$ cat src/rtl/bitmap_layer.sv
// bitmap_layer: frame-synchronous bitmap renderer.
// Places an IMG_W x IMG_H ROM image at a latched origin, applies power-of-two
// scaling and colour-key transparency, and emits one mapper layer with a
// fixed two-cycle latency from DrawX/DrawY sample to registered colour.
module bitmap_layer #(
  parameter int IMG_W     = 640,
  parameter int IMG_H     = 480,
  parameter int ADDR_W    = 19,
  parameter int CW        = 8,
  parameter int H_LAST    = 639,
  parameter int V_LAST    = 479,
  parameter int MAX_SHIFT = 2,
  parameter int KEY_EN    = 1,
  parameter logic [3*CW-1:0] KEY_COLOR = {(3*CW){1'b0}}
) (
  input  logic              Clk,
  input  logic              Reset_n,
  input  logic              enable,
  input  logic              pix_en,
  input  logic [9:0]        DrawX,
  input  logic [9:0]        DrawY,
  input  logic [9:0]        pos_x,
  input  logic [9:0]        pos_y,
  input  logic [1:0]        scale_sel,
  output logic [ADDR_W-1:0] rom_addr,
  input  logic [3*CW-1:0]   rom_data,
  output logic              layer_on,
  output logic [CW-1:0]     layer_R,
  output logic [CW-1:0]     layer_G,
  output logic [CW-1:0]     layer_B,
  output logic              frame_done
);

  typedef enum logic [1:0] {
    ST_OFF        = 2'd0,
    ST_WAIT_FRAME = 2'd1,
    ST_SCAN       = 2'd2
  } state_e;

  state_e            state_q, state_d;
  logic [9:0]        pos_x_q, pos_x_d;
  logic [9:0]        pos_y_q, pos_y_d;
  logic [1:0]        shift_q, shift_d;
  logic              frame_done_q, frame_done_d;
  logic [ADDR_W-1:0] rom_addr_q, rom_addr_d;
  logic              hit0_q, hit0_d;
  logic              vld0_q;
  logic              hit1_q, vld1_q;
  logic              layer_on_q, layer_on_d;
  logic [3*CW-1:0]   rgb_q, rgb_d;

  logic              frame_end_s;
  logic [1:0]        scale_clamp_s;
  logic [10:0]       x_rel_s, y_rel_s;
  logic [10:0]       x_scaled_s, y_scaled_s;
  logic [31:0]       x_lim_s, y_lim_s;
  logic              key_s;

  // Frame FSM: origin/scale are only sampled at the last visible pixel so a frame never tears
  always_comb begin
    state_d       = state_q;
    pos_x_d       = pos_x_q;
    pos_y_d       = pos_y_q;
    shift_d       = shift_q;
    frame_done_d  = 1'b0;
    frame_end_s   = pix_en && (DrawX == 10'(H_LAST)) && (DrawY == 10'(V_LAST));
    scale_clamp_s = (scale_sel > 2'(MAX_SHIFT)) ? 2'(MAX_SHIFT) : scale_sel;
    if (!enable) begin
      state_d = ST_OFF;
    end else begin
      case (state_q)
        ST_OFF: begin
          state_d = ST_WAIT_FRAME;
        end
        ST_WAIT_FRAME: begin
          if (frame_end_s) begin
            state_d = ST_SCAN;
            pos_x_d = pos_x;
            pos_y_d = pos_y;
            shift_d = scale_clamp_s;
          end else begin
            state_d = ST_WAIT_FRAME;
          end
        end
        ST_SCAN: begin
          if (frame_end_s) begin
            pos_x_d      = pos_x;
            pos_y_d      = pos_y;
            shift_d      = scale_clamp_s;
            frame_done_d = 1'b1;
          end else begin
            frame_done_d = 1'b0;
          end
        end
        default: begin
          state_d = ST_OFF;
        end
      endcase
    end
  end

  // Stage 0: hit test against the latched origin and ROM address generation
  always_comb begin
    x_rel_s    = {1'b0, DrawX} - {1'b0, pos_x_q};
    y_rel_s    = {1'b0, DrawY} - {1'b0, pos_y_q};
    x_scaled_s = x_rel_s >> shift_q;
    y_scaled_s = y_rel_s >> shift_q;
    x_lim_s    = 32'(IMG_W) << shift_q;
    y_lim_s    = 32'(IMG_H) << shift_q;
    // Enable is part of the test so the sample on the disabling edge is already dark
    hit0_d     = (state_q == ST_SCAN) && enable && pix_en &&
                 (DrawX >= pos_x_q) && (DrawY >= pos_y_q) &&
                 (32'(x_rel_s) < x_lim_s) && (32'(y_rel_s) < y_lim_s);
    if (hit0_d) begin
      rom_addr_d = ADDR_W'(y_scaled_s) * ADDR_W'(IMG_W) + ADDR_W'(x_scaled_s);
    end else begin
      rom_addr_d = rom_addr_q;
    end
  end

  // Stage 2: resolve transparency once ROM data for the stage-1 sample is present
  always_comb begin
    key_s      = (KEY_EN != 0) && (rom_data == KEY_COLOR);
    layer_on_d = layer_on_q;
    rgb_d      = rgb_q;
    if (vld1_q) begin
      if (hit1_q && !key_s) begin
        layer_on_d = 1'b1;
        rgb_d      = rom_data;
      end else begin
        layer_on_d = 1'b0;
        rgb_d      = {(3*CW){1'b0}};
      end
    end else begin
      layer_on_d = layer_on_q;
      rgb_d      = rgb_q;
    end
  end

  // State, latched frame parameters and the free-running pixel pipeline
  always_ff @(posedge Clk or negedge Reset_n) begin
    if (!Reset_n) begin
      state_q      <= ST_OFF;
      pos_x_q      <= 10'd0;
      pos_y_q      <= 10'd0;
      shift_q      <= 2'd0;
      frame_done_q <= 1'b0;
      rom_addr_q   <= {ADDR_W{1'b0}};
      hit0_q       <= 1'b0;
      vld0_q       <= 1'b0;
      hit1_q       <= 1'b0;
      vld1_q       <= 1'b0;
      layer_on_q   <= 1'b0;
      rgb_q        <= {(3*CW){1'b0}};
    end else begin
      state_q      <= state_d;
      pos_x_q      <= pos_x_d;
      pos_y_q      <= pos_y_d;
      shift_q      <= shift_d;
      frame_done_q <= frame_done_d;
      rom_addr_q   <= rom_addr_d;
      hit0_q       <= hit0_d;
      vld0_q       <= pix_en;
      hit1_q       <= hit0_q;
      vld1_q       <= vld0_q;
      layer_on_q   <= layer_on_d;
      rgb_q        <= rgb_d;
    end
  end

  assign rom_addr   = rom_addr_q;
  assign frame_done = frame_done_q;
  assign layer_on   = layer_on_q;
  assign layer_R    = rgb_q[3*CW-1:2*CW];
  assign layer_G    = rgb_q[2*CW-1:CW];
  assign layer_B    = rgb_q[CW-1:0];

endmodule

$ cat config.mk
export PLATFORM = sky130hd
export DESIGN_NAME = bitmap_layer
export DESIGN_NICKNAME = d
export VERILOG_FILES = /design/src/rtl/bitmap_layer.sv
export SDC_FILE = /design/constraint.sdc
export NUM_CORES = 1
export LEC_CHECK = 0
export CORE_MARGIN = 1
export CORE_UTILIZATION = 50
export DETAILED_ROUTE_END_ITERATION = 10
export DONT_BUFFER_PORTS = 1
export SETUP_SLACK_MARGIN = 0.1
export SLEW_MARGIN = 20
export SYNTH_ARGS = -nofsm -noshare
export SYNTH_HDL_FRONTEND = slang
export SYNTH_SLANG_ARGS = --single-unit
$ cat constraint.sdc
create_clock -name Clk -period 5.36 [get_ports Clk]
set_input_delay 1.608 -clock Clk [delete_from_list [all_inputs] [get_ports Clk]]
set_output_delay 1.608 -clock Clk [all_outputs]
set_load 0.005 [all_outputs]
==> metrics, run 1 <==
status=completed; buffer depth of the longest clock path=2; Antenna Nets Post-Route=0; Initial Util=0.513; switching pwr=487 uW; Syn. warnings=0; endpoints failing setup=0; hold crit path type=reg -> reg; Critical Path End=rom_addr[18]; Ant. Diodes=0; Syn Std Cell Area=5270 um2; Worst-Skew Late Latency=380 ps; Critical Path Slowest Stage Cell=fa_2; Most common cell on crit path=nand2_1; RR Endpoint=rom_addr[18]; clk sinks=73; Finished Layout Cells=~740; DR vias/cell=5.68; die area=11000 um2; gr usage total=0.230; vias in the first global route=4221; Synth area leader=dfrtp_1; share of the synthesized area in the top cell type=0.346; Fin. Hold Viols=0; crit-path max FO=3; shortest period the worst path allows=5270 ps; Post-Route WL=12500 um; number of synthesized flops with an enable pin=0; number of synthesized register bits=73; residual DRC count=0; Hold Crit Start=vld0_q; RSZ-0062 raised after global routing=yes; flip-flop and latch area=1830 um2; Die X=roughly 100 um; DR vias=4197; Syn Inst Count=522; R2R setup slack=850 ps; worst path required time=5660 ps; Finished Cell Area=6450 um2; MaxCap Viol Count=0; adder-cell share of the synthesized area=0.141; Synth cell types=57; GR Overflow Total=0; worst vdd ir=0.000117 V; post-synthesis sequential area ratio=0.346; Rel. slew slack=0.314; Setup WS post-layout=91.0 ps; Pre-antenna DRT Iters=6; worst reg2reg path startpoint=pos_y_q[1]; CTS tree=built; Setup Slack @ Placement=-499 ps; CP Class=in -> reg; I/O pin total=115; delay of the slowest critical-path stage=between 500 and 600 ps; commonest cells after routing, fill and taps aside=83 x buf_4, 73 x dfrtp_1, 44 x ha_1; Switching Share=0.313; core box area=10300 um2; Root Driver=clkbuf_8; nets@finish=725; mux cell area share after synthesis=0.126; CTS clk-pin slew, worst paths=90 ps; row cnt=37; Clock power frac=0.304; Multi-input gate area=3440 um2; Primary FF master, synth=dfrtp_1; XOR/XNOR Fraction of Synth Area=0.0527; first-pass GRT wire length=20100 um; hpwl dp=roughly 9400 um; clock skew=10.0 ps; cell area after placement=6010 um2; Syn Nets=649; Placed Cells=716; most common cell after layout, fill and taps aside=buf_4; worst path cell trace=ha_1, nand2_1, o21bai_2, nand2_1, a221o_1, a21oi_2, xnor2_2, mux4_2, ha_4, fa_2, nand3_2, o22a_1, nor4_2, nand3_1, nor3b_2, xnor2_1, xnor3_1, mux2i_1; initial antenna violation count=0; fin util=0.628; Avg WL per Cell=around 17 um; Internal=1070 uW; IO Port Bufs=0; period utilization=0.983; Pleak=between 0.003 and 0.004 uW; Final GP Congestion=between 0.8 and 0.9; largest family of logic cells by synthesized area=compound AO/OA/AOI/OAI gates; Critical Path Sink Type=flop; Synth Area in Compound Gates=0.177; CTS Buf Count=9; R2R cell count=19; simple-gate portion of the synthesized area=0.111; power share of the combinational group=0.340; CTS H-tree depth=3; CTS Hold Bufs=0; Fill cells=roughly 860; sequential power share=0.355; Power Dens Cells=~240 nW/um2; Synth Area per Inst=between 10 and 15 um2; Final Slew Violations=0; main area contributors after synthesis=dfrtp_1 35%, ha_1 13%, mux2_2 6.2%, a22o_1 3.8%, mux2i_1 3.6%; Critical Path Source=DrawY[2]; Hold WS=372 ps; FMAX=190 MHz; 1st-iter DRT viols=167; Worst-Margin Slew=1030 ps; crit path DAT=roughly 5600 ps; Die Height=roughly 100 um; Startpoint Class=input pin; Async S/R FF share, synth=1.00; P&R area growth vs syn=22.4%; layout cell share with drive strength beyond 1=0.294; largest net degree at the start of global routing=74
==> repair_timing <==
action | in CTS | in global routing
setup buffers | 5 | 2
resized for setup | 4 | 37
setup endpoints to repair | 2 | 5
pin swaps | 4 | 13
==> power groups by stage <==
stage	Combinational (uW)	Sequential, uW	Clock (uW)
5_1_grt	580	553	512
2_1_floorplan	300	563	0
3_3_place_gp	472	563	0
6_report	529	552	473
4_1_cts	498	552	491
3_5_place_dp	483	563	0
==> logic make-up after synthesis <==
logic type / Yosys count
muxes: 57
xor gates and xnor gates: 28
AOI/OAI and AO/OA: 132
buffers and inverters: 62
adders and majority gates: 57
DFF: 73
and+or+nand+nor: 113
==> critical path, delay by kind of cell <==
family | cells | cell delay [ps]
adders and majority gates | 3 | 1160
xor gates and xnor gates | 3 | 480
AOI/OAI and AO/OA | 4 | 890
muxes | 2 | 650
and+or+nand+nor | 6 | 770
==> flip-flops by register name (all words and copies together) (netlist names) <==
name        cells
pos_y_q        10
hit0_q          1
vld0_q          1
pos_x_q        10
hit1_q          1
rgb_q          24
rom_addr       19
shift_q         2
state_q         2
frame_done      1
vld1_q          1
layer_on        1
==> stage by stage <==
step / total power (uW) / setup TNS [ps]
after floorplan: 864 / -266
after global placement: 1040 / -646
after detailed placement: 1050 / -1120
after CTS: 1540 / -7.77
after global routing: 1640 / -104
final: 1550 / 0
==> final cells by class <==
type	instances	area share
Clock buffer	9	0.0192
Clock inverter	7	0.0134
Inverter	43	0.0262
Multi-Input combinational cell	387	0.532
Sequential cell	73	0.283
Tap cell	136	0.0264
Timing Repair Buffer	84	0.0996
==> per-layer routing <==
layer  up-vias  GRT usage  wire (um)
met4         0     0.0795        162
met1      2037      0.284       5500
met2        99      0.394       6170
li1       2046          -          -
met3        15     0.0543        642
met5         -          0          0
==> Yosys cell counts (5+ instances only) <==
| library cell | n |
|---|---|
| dfrtp_1 | 73 |
| ha_1 | 53 |
| inv_1 | 43 |
| nor2_1 | 31 |
| a21oi_1 | 30 |
| mux2_2 | 29 |
| nand2_1 | 24 |
| a22o_1 | 23 |
| o21ai_0 | 21 |
| mux2i_1 | 19 |
| xnor2_1 | 19 |
| clkbuf_1 | 14 |
| a21o_1 | 11 |
| o21a_1 | 10 |
| nand3_1 | 9 |
| nand2b_1 | 8 |
| nor2b_1 | 8 |
| nor3_1 | 7 |
| xor2_1 | 7 |
| a211oi_1 | 5 |
| mux2_1 | 5 |
| nor4_1 | 5 |
| o21bai_1 | 5 |
==> worst min-delay path by stage <==
stage / endpoint / cells after the start
6_report: vld1_q / 0
4_1_cts: vld1_q / 0
2_1_floorplan: hit1_q / 0
3_3_place_gp: vld1_q / 0
5_1_grt: vld1_q / 0
3_5_place_dp: vld1_q / 0
(Power assumes the default switching activity.)
==> inputs of run 2 (changes only) <==
--- a/config.mk
+++ b/config.mk
@@ -5,10 +5,13 @@
 export SDC_FILE = /design/constraint.sdc
 export NUM_CORES = 1
 export LEC_CHECK = 0
+export CELL_PAD_IN_SITES_DETAIL_PLACEMENT = 0
+export CELL_PAD_IN_SITES_GLOBAL_PLACEMENT = 1
 export CORE_MARGIN = 1
 export CORE_UTILIZATION = 50
 export DETAILED_ROUTE_END_ITERATION = 10
 export DONT_BUFFER_PORTS = 1
+export PLACE_DENSITY_LB_ADDON = 0.1
 export SETUP_SLACK_MARGIN = 0.1
 export SLEW_MARGIN = 20
 export SYNTH_ARGS = -nofsm -noshare
==> run 2 against run 1 <==
Net effect:
- sequential share of layout area decreased by 0.17 points
- maximum frequency increased by 2.8%
- sequential power about the same
- cell count decreased by 0.14%
- via count decreased by 0.36%
- non-clock buffer count decreased by 1
- critical path depth increased by 3
- power increased by 0.52%
- global-route usage increased by 0.21 points
- clock power about the same
- utilization increased by 0.38 points
- critical path type unchanged
- critical endpoint unchanged
- largest cell class unchanged
- highest routed layer unchanged
==> metrics, run 2 (synthesis gave the netlist of run 1 again) <==
CTS H-tree depth=3 (unchanged); row cnt=37 (unchanged); initial antenna violation count=0 (unchanged); worst vdd ir=0.000123 V (+4.7%); first-pass GRT wire length=20300 um (+0.93%); largest net degree at the start of global routing=74 (unchanged); status=completed; Finished Layout Cells=738 (-0.14%); Setup Slack @ Placement=-434 ps (+65.0 ps); DR vias/cell=5.67 (-0.22%); Placed Cells=713 (-0.42%); 1st-iter DRT viols=147 (-12%); Initial Util=0.513 (unchanged); P&R area growth vs syn=23.1%; Ant. Diodes=0 (unchanged); Startpoint Class=input pin; die area=11000 um2 (unchanged); Antenna Nets Post-Route=0 (unchanged); residual DRC count=0 (unchanged); power share of the combinational group=0.344 (+0.004); core box area=10300 um2 (unchanged); max reg flops=24 (unchanged); period utilization=0.956 (-0.0271); Root Driver=clkbuf_8; Avg WL per Cell=16.8 um (-0.25%); crit-path max FO=3 (unchanged); commonest cells after routing, fill and taps aside=82 x buf_4, 73 x dfrtp_1, 42 x inv_1, 42 x ha_1, 29 x nor2_1; Die Height=105 um (unchanged); most common cell after layout, fill and taps aside=buf_4; gr usage total=0.232 (+0.00213); crit path DAT=5410 ps (-160 ps); Power Dens Cells=241 nW/um2 (about the same); Rel. slew slack=0.419 (+0.105); GR Overflow Total=0 (unchanged); Pleak=0.00303 uW (-0.50%); CP Class=in -> reg; nets@finish=724 (-0.14%); hold crit path type=reg -> reg; layout cell share with drive strength beyond 1=0.297 (+0.00381); clock skew=8.48 ps (-1.53 ps); Largest Register=rgb_q; worst path required time=5650 ps (about the same); Pre-antenna DRT Iters=4 (-2); sequential power share=0.354 (about the same); switching pwr=493 uW (+1.2%); Worst-Margin Slew=872 ps (-155 ps); vias in the first global route=4255 (+0.81%); buffer depth of the longest clock path=2 (unchanged); Clock power frac=0.303 (about the same); Post-Route WL=12400 um (-0.38%); hpwl dp=9350 um (-0.58%); CTS tree=built; Fin. Hold Viols=0 (unchanged); Worst-Skew Late Latency=370 ps (about the same); IO Port Bufs=0 (unchanged); DR vias=4182 (-0.36%); Switching Share=0.315 (+0.00208); Critical Path Sink Type=flop; Internal=1070 uW (+0.21%); R2R setup slack=1000 ps (+150 ps); shortest period the worst path allows=5120 ps (-145 ps); CTS Hold Bufs=0 (unchanged); I/O pin total=115 (unchanged); clk sinks=73 (unchanged); FMAX=195 MHz (+2.8%); RSZ-0062 raised after global routing=yes; Final GP Congestion=0.882 (+6.4%); CTS Buf Count=9 (unchanged); Final Slew Violations=0 (unchanged); Setup WS post-layout=236 ps (+145 ps); MaxCap Viol Count=0 (unchanged); endpoints failing setup=0 (unchanged); Die X=105 um (unchanged); CTS clk-pin slew, worst paths=90 ps (about the same)
run 2: cell types whose count changed in the layout (fill, tap and decap cells not counted), moves of 2 or more:
cell | before | now
fa_1 | 2 | 0
fa_2 | 2 | 4
ha_1 | 44 | 42
nand3_1 | 8 | 6
nand3_2 | 1 | 3
xnor2_1 | 15 | 17
xnor2_2 | 4 | 2
run 2: power groups by stage:
stage	clock network [uW]	registers (uW)	logic (uW)
2_1_floorplan	0	563	300
3_3_place_gp	0	563	464
3_5_place_dp	0	563	470
4_1_cts	489	553	478
5_1_grt	510	553	591
6_report	473	552	537
run 2: area by class of cell:
| type | count | area, um2 |
|---|---|---|
| multi-input cells | 387 | 3480 |
| clock inverters | 7 | 86.3 |
| repair buffers | 83 | 636 |
| flip-flops and latches | 73 | 1830 |
| clock buffers | 9 | 124 |
| well taps | 136 | 170 |
| inverters | 43 | 169 |
| fillers | 890 | 3780 |
run 2: metrics by stage:
stage               area [um2]  total power (uW)  utilization  setup TNS (ps)  hold WS (ps)
CTS                       6220              1520        0.606               0           367
detailed placement        5980              1030        0.582            -799           336
finish                    6490              1560        0.632               0           361
global placement          5980              1030        0.582            -558           332
floorplan                 5330               864            -            -266           331
global route              6490              1650        0.632           -33.7           384
run 2: path summary, 6_finish.rpt:
| path | from | to | cells after the start |
|---|---|---|---|
| min in group asynchronous | Reset_n | rgb_q[17] | 0 |
| worst min-delay path | vld0_q | vld1_q | 0 |
| worst max register to register | pos_y_q[1] | rom_addr[18] | 21 |
| worst max-delay path | DrawY[0] | rom_addr[18] | 21 |
| worst min register to register | vld0_q | vld1_q | 0 |
| max in group asynchronous | Reset_n | pos_y_q[4] | 0 |
run 2: critical path, cell delays in order:
cell     delay [ps]
inv_8            10
ha_4            150
fa_2            350
nor2b_2         140
o31a_1          150
o21a_1          130
nor2_2           50
xnor2_2         180
mux2i_1         120
mux2i_1         220
ha_1            270
ha_2            200
fa_2            540
nand3_2          60
o22a_1          240
nor4_4          180
nand3_2         120
nor3b_2         190
xnor2_1         140
xnor3_1         220
mux2i_1         130
run 2: what timing repair did:
action | 4_1_cts | 5_1_grt
setup buffers | 3 | 6
pin swaps | 3 | 23
resized for setup | 2 | 45
setup endpoints to repair | 1 | 5
run 2: per-layer routing:
metal  track usage  part of all wire
met5             0                 0
met4        0.0845             0.014
met3        0.0611             0.063
met2         0.383              0.48
met1         0.293              0.44
==> inputs of run 3 (changes only) <==
--- a/config.mk
+++ b/config.mk
@@ -8,9 +8,8 @@
 export CELL_PAD_IN_SITES_DETAIL_PLACEMENT = 0
 export CELL_PAD_IN_SITES_GLOBAL_PLACEMENT = 1
 export CORE_MARGIN = 1
-export CORE_UTILIZATION = 50
+export CORE_UTILIZATION = 40
 export DETAILED_ROUTE_END_ITERATION = 10
-export DONT_BUFFER_PORTS = 1
 export PLACE_DENSITY_LB_ADDON = 0.1
 export SETUP_SLACK_MARGIN = 0.1
 export SLEW_MARGIN = 20
==> run 3 against run 2 <==
Net effect:
- highest routed layer unchanged
- cell count is 26% higher
- via count is 14% higher
- the flow now finishes with violations (setup timing)
- critical path depth stayed put
- sequential share of layout area is 6.4 points lower
- combinational power is 39% higher
- register-to-register slack worse by 210 ps
- utilization is 2.7 points higher
- first-iteration DRC count is 80% higher
- worst hold slack worse by 11 ps
- clock skew is 0.51 ps lower
- maximum frequency is 6.8% lower
==> metrics, run 3 (synthesis gave the netlist of run 1 again) <==
status=complete, but fails checks; failing checks=setup timing; DR vias/cell=5.11 (-9.7%); CTS Buf Count=9 (unchanged); RSZ-0062 raised after global routing=yes; Die Height=117 um (+12%); CP Class=in -> reg; residual DRC count=0 (unchanged); max reg flops=24 (unchanged); gr usage total=0.212 (-0.0203); CTS Hold Bufs=0 (unchanged); Post-Route WL=13900 um (+12%); Pwr Total=1880 uW (+20%); flip-flop and latch area=1830 um2 (unchanged); CTS tree=built; worst vdd ir=0.000140 V (+14%); P&R area growth vs syn=59.1%; Pleak=0.00381 uW (+26%); Power Dens Cells=224 nW/um2 (-7.0%); Multi-input gate area=3780 um2 (+8.4%); FMAX=182 MHz (-6.8%); DR vias=4772 (+14%); Setup WS post-layout=-138 ps (-375 ps); CTS clk-pin slew, worst paths=60 ps (-30 ps); buffer depth of the longest clock path=2 (unchanged); Rel. slew slack=0.399 (-0.0199); shortest period the worst path allows=5500 ps (+375 ps); crit-path max FO=2 (-1); row cnt=41 (+11%); Final GP Congestion=0.850 (-3.6%); IO Port Bufs=114 (+114); CTS H-tree depth=3 (unchanged); Ant. Diodes=0 (unchanged); core box area=12700 um2 (+24%); MaxCap Viol Count=0 (unchanged); Initial Util=0.415 (-0.0986); worst path required time=5620 ps (-30 ps); power share of the combinational group=0.397 (+0.053); GR Overflow Total=0 (unchanged); Root Driver=clkbuf_16; Fill cells=1067 (+20%); period utilization=1.03 (+0.0699); die area=13600 um2 (+25%); first-pass GRT wire length=22400 um (+11%); I/O pin total=115 (unchanged); endpoints failing setup=2 (+2); Fin. Hold Viols=0 (unchanged); clock skew=7.97 ps (-0.509 ps); crit path DAT=5760 ps (+350 ps); most common cell after layout, fill and taps aside=buf_4; Final Slew Violations=0 (unchanged); Largest Register=rgb_q; Worst-Skew Late Latency=350 ps (-20 ps); Setup Slack @ Placement=-941 ps (-507 ps); largest net degree at the start of global routing=74 (unchanged); Worst-Margin Slew=901 ps (+29.9 ps); Clock power frac=0.308 (+0.005); initial antenna violation count=0 (unchanged); switching pwr=571 uW (+16%); hpwl dp=10700 um (+14%); Die X=117 um (+12%); Avg WL per Cell=14.9 um (-11%); Internal=1310 uW (+22%); Startpoint Class=input pin; layout cell share with drive strength beyond 1=0.351 (+0.0535); sequential power share=0.295 (-0.059); Antenna Nets Post-Route=0 (unchanged); hold crit path type=reg -> reg; nets@finish=883 (+22%); commonest cells after routing, fill and taps aside=123 x buf_4, 100 x clkdlybuf4s50_1, 73 x dfrtp_1; Critical Path Sink Type=flop; Switching Share=0.304 (-0.0110); vias in the first global route=4728 (+11%); Pre-antenna DRT Iters=5 (+1); 1st-iter DRT viols=264 (+80%); total negative slack=-159 ps (-159 ps); clk sinks=73 (unchanged)
run 3: changes by cell type in the layout (fill, tap and decap cells not counted), moves of 7 or more:
cell / delta
clkbuf_16: +9
buf_4: +41
clkbuf_8: -8
ha_4: +12
clkdlybuf4s50_1: +100
ha_1: -13
buf_6: +7
run 3: final cells by class:
class / count / area share
sequential: 73 / 0.218
inverter: 43 / 0.0195
timing repair buffer: 242 / 0.252
clock inverter: 6 / 0.00597
clock buffer: 10 / 0.0285
multi-input combinational: 387 / 0.450
tap: 172 / 0.0257
run 3: stage by stage:
step	util	instance area, um2	hold slack (ps)	cells
detailed placement	0.581	7390	336	892
floorplan	-	5330	331	522
global placement	0.581	7390	334	892
CTS	0.642	8160	350	927
global route	0.659	8390	355	933
finish	0.659	8390	349	933
run 3: worst max-delay path, cell delays in order:
cell and delay (ps):
buf_6 80, inv_4 30, ha_4 150, fa_2 360, nor2b_2 140, o31a_1 160, o21a_1 120, nor2_1 50
xnor2_1 140, buf_4 140, mux4_2 510, ha_4 250, fa_2 580, nand3_2 60, o22a_1 240, nor4_4 250
nand3_2 140, nor3b_4 220, xnor2_1 150, xnor3_1 230, mux2i_1 140
run 3: power groups by stage:
stage	sequential, uW	clock (uW)	combinational, uW
after detailed placement	563	0	566
after global placement	563	0	558
after global routing	553	619	806
after floorplan	563	0	300
final	553	578	745
after CTS	553	596	690
run 3: final timing paths:
check | startpoint | depth (start not counted) | endpoint | slack [ps]
worst max-delay path | DrawY[0] | 21 | rom_addr[18] | -140
worst min-delay path | hit0_q | 0 | hit1_q | 350
worst max register to register | pos_y_q[1] | 19 | rom_addr[18] | 790
worst min register to register | hit0_q | 0 | hit1_q | 350
max in group asynchronous | Reset_n | 1 | pos_y_q[6] | 3380
min in group asynchronous | Reset_n | 1 | rgb_q[20] | 1380
run 3: per-layer routing:
metal  GRT usage  wire, um
met5           0         0
met4      0.0481       121
met2       0.370      6940
met3      0.0489       739
met1       0.267      6140
run 3: repair_timing:
action                     CTS  global route
setup endpoints to repair   16            17
buffers inserted            21            10
cloned                       0             0
pin swaps                   46            44
resized for setup           82            42
